==> src/rtl/pipe_pkg.sv <==
// Shared types and constants for the elastic pipeline stage.
// Optional statistics counters are enabled with the PIPE_STAGE_STATS_EN macro.
package pipe_pkg;

    localparam int unsigned DATA_W_DEF = 32;
    localparam int unsigned ADDR_W_DEF = 32;
    localparam int unsigned CTRL_W_DEF = 18;

    // Encoding doubles as the occupancy count driven on the occupancy port.
    typedef enum logic [1:0] {
        ST_EMPTY = 2'd0,
        ST_ONE   = 2'd1,
        ST_TWO   = 2'd2
    } pipe_state_e;

    localparam logic [1:0]  OCC_EMPTY = 2'd0;
    localparam logic [1:0]  OCC_ONE   = 2'd1;
    localparam logic [1:0]  OCC_TWO   = 2'd2;

    localparam logic [15:0] CNT_MAX   = 16'hFFFF;

endpackage

==> src/rtl/pipe_slot.sv <==
// Single payload register with load enable; cleared to 0 by asynchronous active-low reset.
module pipe_slot #(
    parameter int unsigned W = 8
) (
    input  logic         clk_i,
    input  logic         rst_ni,
    input  logic         load_i,
    input  logic [W-1:0] d_i,
    output logic [W-1:0] q_o
);

    logic [W-1:0] q_q;

    always_ff @(posedge clk_i or negedge rst_ni) begin
        if (!rst_ni) begin
            q_q <= '0;
        end else if (load_i) begin
            q_q <= d_i;
        end
    end

    assign q_o = q_q;

endmodule

==> src/rtl/pipe_stage_elastic.sv <==
// Elastic pipeline stage: valid/ready handshake, 2-entry skid buffer, synchronous flush.
// Define PIPE_STAGE_STATS_EN to add saturating stall/bubble cycle counters.
module pipe_stage_elastic
    import pipe_pkg::*;
#(
    parameter int unsigned DATA_W   = DATA_W_DEF,
    parameter int unsigned ADDR_W   = ADDR_W_DEF,
    parameter int unsigned CTRL_W   = CTRL_W_DEF,
    parameter int unsigned KILL_BIT = 0
) (
    input  logic              clk_i,
    input  logic              async_reset_ni,
    input  logic              in_valid_i,
    output logic              in_ready_o,
    input  logic [DATA_W-1:0] in_data_i,
    input  logic [ADDR_W-1:0] in_pc_i,
    input  logic [CTRL_W-1:0] in_ctrl_i,
    input  logic              flush_i,
`ifdef PIPE_STAGE_STATS_EN
    output logic [15:0]       stall_cnt_o,
    output logic [15:0]       bubble_cnt_o,
`endif
    output logic              out_valid_o,
    input  logic              out_ready_i,
    output logic [DATA_W-1:0] out_data_o,
    output logic [ADDR_W-1:0] out_pc_o,
    output logic [CTRL_W-1:0] out_ctrl_o,
    output logic [1:0]        occupancy_o
);

    localparam int unsigned PW = DATA_W + ADDR_W + CTRL_W;

    pipe_state_e   st_q, st_d;
    logic          in_ready_q, out_valid_q;
    logic          accept, take;
    logic          main_load, skid_load;
    logic [PW-1:0] in_payload, main_d, main_q, skid_q;

    assign in_payload = {in_ctrl_i, in_pc_i, in_data_i};
    assign accept     = in_valid_i & in_ready_q;
    assign take       = out_valid_q & out_ready_i;

    always_comb begin
        st_d      = st_q;
        main_load = 1'b0;
        skid_load = 1'b0;
        main_d    = in_payload;
        if (flush_i) begin
            st_d = ST_EMPTY;
        end else begin
            unique case (st_q)
                ST_EMPTY: begin
                    if (accept) begin
                        st_d      = ST_ONE;
                        main_load = 1'b1;
                    end
                end
                ST_ONE: begin
                    if (accept && take) begin
                        main_load = 1'b1;
                    end else if (accept) begin
                        st_d      = ST_TWO;
                        skid_load = 1'b1;
                    end else if (take) begin
                        st_d = ST_EMPTY;
                    end
                end
                ST_TWO: begin
                    if (take) begin
                        st_d      = ST_ONE;
                        main_load = 1'b1;
                        main_d    = skid_q;
                    end
                end
                default: st_d = ST_EMPTY;
            endcase
        end
    end

    // Handshake flags come from the next state so in_ready never sees out_ready combinationally.
    always_ff @(posedge clk_i or negedge async_reset_ni) begin
        if (!async_reset_ni) begin
            st_q        <= ST_EMPTY;
            in_ready_q  <= 1'b1;
            out_valid_q <= 1'b0;
        end else begin
            st_q        <= st_d;
            in_ready_q  <= (st_d != ST_TWO);
            out_valid_q <= (st_d != ST_EMPTY);
        end
    end

    pipe_slot #(
        .W (PW)
    ) u_main (
        .clk_i  (clk_i),
        .rst_ni (async_reset_ni),
        .load_i (main_load),
        .d_i    (main_d),
        .q_o    (main_q)
    );

    pipe_slot #(
        .W (PW)
    ) u_skid (
        .clk_i  (clk_i),
        .rst_ni (async_reset_ni),
        .load_i (skid_load),
        .d_i    (in_payload),
        .q_o    (skid_q)
    );

    always_comb begin
        out_ctrl_o           = main_q[DATA_W+ADDR_W +: CTRL_W];
        // A bubble must never carry the register-write enable.
        out_ctrl_o[KILL_BIT] = main_q[DATA_W+ADDR_W+KILL_BIT] & out_valid_q;
    end

    assign out_data_o  = main_q[DATA_W-1:0];
    assign out_pc_o    = main_q[DATA_W +: ADDR_W];
    assign out_valid_o = out_valid_q;
    assign in_ready_o  = in_ready_q;
    assign occupancy_o = st_q;

`ifdef PIPE_STAGE_STATS_EN
    logic [15:0] stall_q, stall_d, bubble_q, bubble_d;

    always_comb begin
        stall_d  = stall_q;
        bubble_d = bubble_q;
        if (flush_i) begin
            stall_d  = '0;
            bubble_d = '0;
        end else begin
            if (out_valid_q && !out_ready_i && (stall_q != CNT_MAX)) begin
                stall_d = stall_q + 16'd1;
            end
            if (!out_valid_q && out_ready_i && (bubble_q != CNT_MAX)) begin
                bubble_d = bubble_q + 16'd1;
            end
        end
    end

    always_ff @(posedge clk_i or negedge async_reset_ni) begin
        if (!async_reset_ni) begin
            stall_q  <= '0;
            bubble_q <= '0;
        end else begin
            stall_q  <= stall_d;
            bubble_q <= bubble_d;
        end
    end

    assign stall_cnt_o  = stall_q;
    assign bubble_cnt_o = bubble_q;
`else
    // Statistics counters are not built in this configuration.
`endif

endmodule

==> config.mk <==
export PLATFORM = sky130hd
export DESIGN_NAME = pipe_stage_elastic
export DESIGN_NICKNAME = d
export VERILOG_FILES = /design/src/rtl/pipe_pkg.sv /design/src/rtl/pipe_slot.sv /design/src/rtl/pipe_stage_elastic.sv
export SDC_FILE = /design/constraint.sdc
export NUM_CORES = 1
export LEC_CHECK = 0
export ABC_AREA = 1
export CAP_MARGIN = 40
export CORE_ASPECT_RATIO = 0.7
export CORE_MARGIN = 1.5
export CORE_UTILIZATION = 39
export CTS_CLUSTER_DIAMETER = 40
export CTS_CLUSTER_SIZE = 30
export DETAILED_ROUTE_END_ITERATION = 7
export PLACE_DENSITY = 0.72
export SLEW_MARGIN = 20
export SYNTH_ARGS = -nofsm -noshare
export SYNTH_HDL_FRONTEND = slang
export SYNTH_HIERARCHICAL = 1
export SYNTH_SLANG_ARGS = --single-unit
==> constraint.sdc <==
create_clock -name clk_i -period 1.5 [get_ports clk_i]
set_input_delay 0.3 -clock clk_i [delete_from_list [all_inputs] [get_ports clk_i]]
set_output_delay 0.3 -clock clk_i [all_outputs]
set_load 0.05 [all_outputs]
==> impl_summary.txt <==
----------------------------------------------------
[Synth]
  Cell count after synthesis ... 1004
  Dominant combinational cell family by area after synthesis ... simple AND/OR/NAND/NOR gates
  Synthesized-area fraction occupied by adder cells ... 0%
  Number of synthesized register bits ... 168
  Area of the mapped netlist ... 0.00782 mm²
  Xor/xnor share of the synthesized area ... 0%
  Warnings from Yosys ... 6
  Proportion of synthesized chip area in sequential cells ... 53.8%
  Average size of a mapped cell ... 7.79 µm²
  Multiplexer share of the synthesized area ... 0%
  Fraction of the mapped netlist area in simple logic gates ... 39.2%
  Synthesized-area fraction occupied by ao, oa, aoi and oai cells ... 0%
  Yosys cell types ... 14
  Syn nets ... 1091

[Timing]
  Final setup fails ... 0
  Post-layout min period ... 1.49 ns
  FMAX ... 0.672 GHz
  Final slew viol count ... 0
  Period utilisation layout ... 99.2%
  Setup slack after layout ... 0.0126 ns
  Relative slew slack ... 75.2%
  Actual transition at the worst max-transition pin ... 0.372 ns
  RSZ-0062 raised after global routing ... yes
  Final setup skew ... 0.0108 ns
  Number of hold-slack violations in the final timing report ... 0

[Placed design]
  Worst setup timing slack at the placement stage ... -0.378 ns
  GP Congestion ... 0.791
  Detail Placement HPWL ... 14.0 mm
  Input/output buffers ... 172
  Placed cells ... 1424
  Cell area after placement ... 0.0108 mm²

[GRT]
  Global-route congestion overflow total ... 0
  Number of antenna violations at the first check in global routing ... 1
  Number of global-route vias before repair ... 6679
  Most congested layer reported by global routing ... met2
  GR Util met3 ... 6.07%
  GR met1 Demand/Resource ... 28.9%
  Largest net degree at the start of global routing ... 47
  Global router's overall resource usage ... 20.7%
  First-pass GRT wire length ... 33.8 mm
  Met2 Usage GRT ... 31.2%

[Min path]
  Hold Crit Class ... primary input to async pin

[Cells and area]
  Relative area change from synthesis to final layout ... 49.1%
  Share of cells above drive strength 1 ... 17.3%
  Final layout net count ... 1268
  Number of filler instances in the final layout ... 1699
  Area of the multi-input gates ... 0.00313 mm²
  Final design area excluding fillers ... 0.0117 mm²
  Most frequent cells in the layout ... 664 x sky130_fd_sc_hd__nand2_1, 164 x sky130_fd_sc_hd__dfrtp_1, 106 x sky130_fd_sc_hd__buf_12
  Register area ... 0.00421 mm²
  Final cell count without fillers ... 1465
  Commonest non-fill, non-tap cell in the layout ... sky130_fd_sc_hd__nand2_1
  Final core occ ... 59.1%

[Drt]
  Remaining antenna violation count ... 0
  Via count ... 6970
  Number of design-rule violations left by the first detailed-router iteration ... 622
  Wire per inst ... 14.5 µm
  Routed wire length ... 21.2 mm
  Detailed-route vias per instance ... 4.76
  DRC viols ... 0
  Initial DRT Pass Iterations ... 5

[Setup path]
  CP max stage delay ... 0.41 ns
  Chain of cells forming the critical path ... buf_6, nand2_4, inv_2, buf_12
  Maximum fanout along the worst path ... 2
  Critical path class ... flop to output port
  Worst path arrival time ... 1.19 ns
  Data required time at the worst endpoint ... 1.20 ns
  Slowest stage cell on the critical path ... sky130_fd_sc_hd__dfrtp_2
  Type of destination of the critical path ... output port
  Startpoint class of the critical path ... flop

[Outcome]
  Result of the run ... finished, final reports clean

[Clock tree]
  Clock transition at path regs ... 0.07 ns
  Skew-Pair Late Insertion Delay ... 0.42 ns
  CTS buffer count ... 17
  CTS sink count ... 168
  CTS max path bufs ... 2
  Maximum level of the CTS H-tree ... 4
  Clock tree from TritonCTS ... done
  Clock Tree Root ... sky130_fd_sc_hd__clkbuf_16

[Die]
  Io pins ... 173
  Initial Utilization ... 39.6%
  Total number of placement rows ... 43
  Die Footprint ... 0.0209 mm²
  Height of the die ... 121 µm
  Floorplan Core Area ... 0.0197 mm²
  Horizontal extent of the die ... 172 µm

[Run]
  Max-cap violation count ... 0

[Power]
  Peak supply drop ... 0.828 mV
  Leakage component of the power ... 6.09 nW
  Power density relative to cell area ... 1690 mW/mm²

----------------------------------------------------
[cell usage after synthesis, drive strengths merged]
master | count | area (µm²)
nand2 | 672 | 2520
dfstp | 1 | 26.3
dfrtp | 167 | 4180
nand3 | 84 | 521
nor2 | 6 | 22.5
inv | 14 | 52.6
buf | 60 | 495
[flip-flops by register name, summed over array words and instances (netlist names)]
signal,flops
u_skid/q_o,82
in_ready_o,1
occupancy_o,2
u_main/q_o,82
out_valid_o,1
[final cells by class]
class                           count  share of cell area, %
Timing Repair Buffer              217                   28.2
Clock inverter                      9                   1.18
Sequential cell                   168                   36.1
Antenna cell                        1                 0.0215
Tap cell                          270                   2.90
Inverter                           14                  0.612
Multi-Input combinational cell    763                   26.8
Clock buffer                       23                   4.18
[layer usage]
metal | part of all wire (%) | vias to the layer above
li1 | - | 3419
met1 | 46 | 3266
met2 | 43 | 265
met3 | 8.8 | 20
met4 | 1.2 | 0
met5 | 0 | -
[stage by stage]
stage	TNS [ns]	hold slack, ns	power, mW
final	0	0.352	19.8
after global routing	-0.357	0.382	20.7
after CTS	-0.00708	0.350	19.8
after detailed placement	-52.11	0.233	15.1
after global placement	-47.13	0.228	14.9
after floorplan	-0.189	0.00441	11.0
[path summary, 6_finish.rpt]
kind	start	to	slack [ns]	depth (start not counted)
worst max-delay path	out_valid_o	out_ctrl_o[0]	0.01	4
worst min-delay path	async_reset_ni	u_skid/q_o[75]	0.35	2
worst max register to register	out_valid_o	u_main/q_o[67]	0.05	11
worst min register to register	u_skid/q_o[81]	u_skid/q_o[81]	0.47	2
max in group asynchronous	async_reset_ni	u_skid/q_o[11]	0.55	3
min in group clk_i	in_pc_i[19]	u_skid/q_o[51]	0.44	3
[worst max-delay path: cells and delay by family (launching register included)]
| kind | cells | cell delay [ns] |
|---|---|---|
| buffers and inverters | 3 | 0.30 |
| DFF | 1 | 0.41 |
| and+or+nand+nor | 1 | 0.05 |
[cells by family after synthesis]
logic type / count (synthesis)
AND/OR/NAND/NOR: 762
flip-flops: 168
buffers and inverters: 74
[power by group]
part	switching (mW)	total [mW]	internal, mW
Clock	1.79	4.61	2.82
Combinational	4.06	7.58	3.53
Sequential	1.37	7.56	6.19
[timing repair]
item | CTS | global route
pin swaps | 1 | 2
setup buffers | 0 | 2
hold endpoints to repair | 26 | 0
gates resized for setup | 4 | 22
endpoints found under the setup margin | 2 | 165
hold buffers | 1 | 0
gates cloned | 0 | 5
Power figures use the tool's default switching activity.
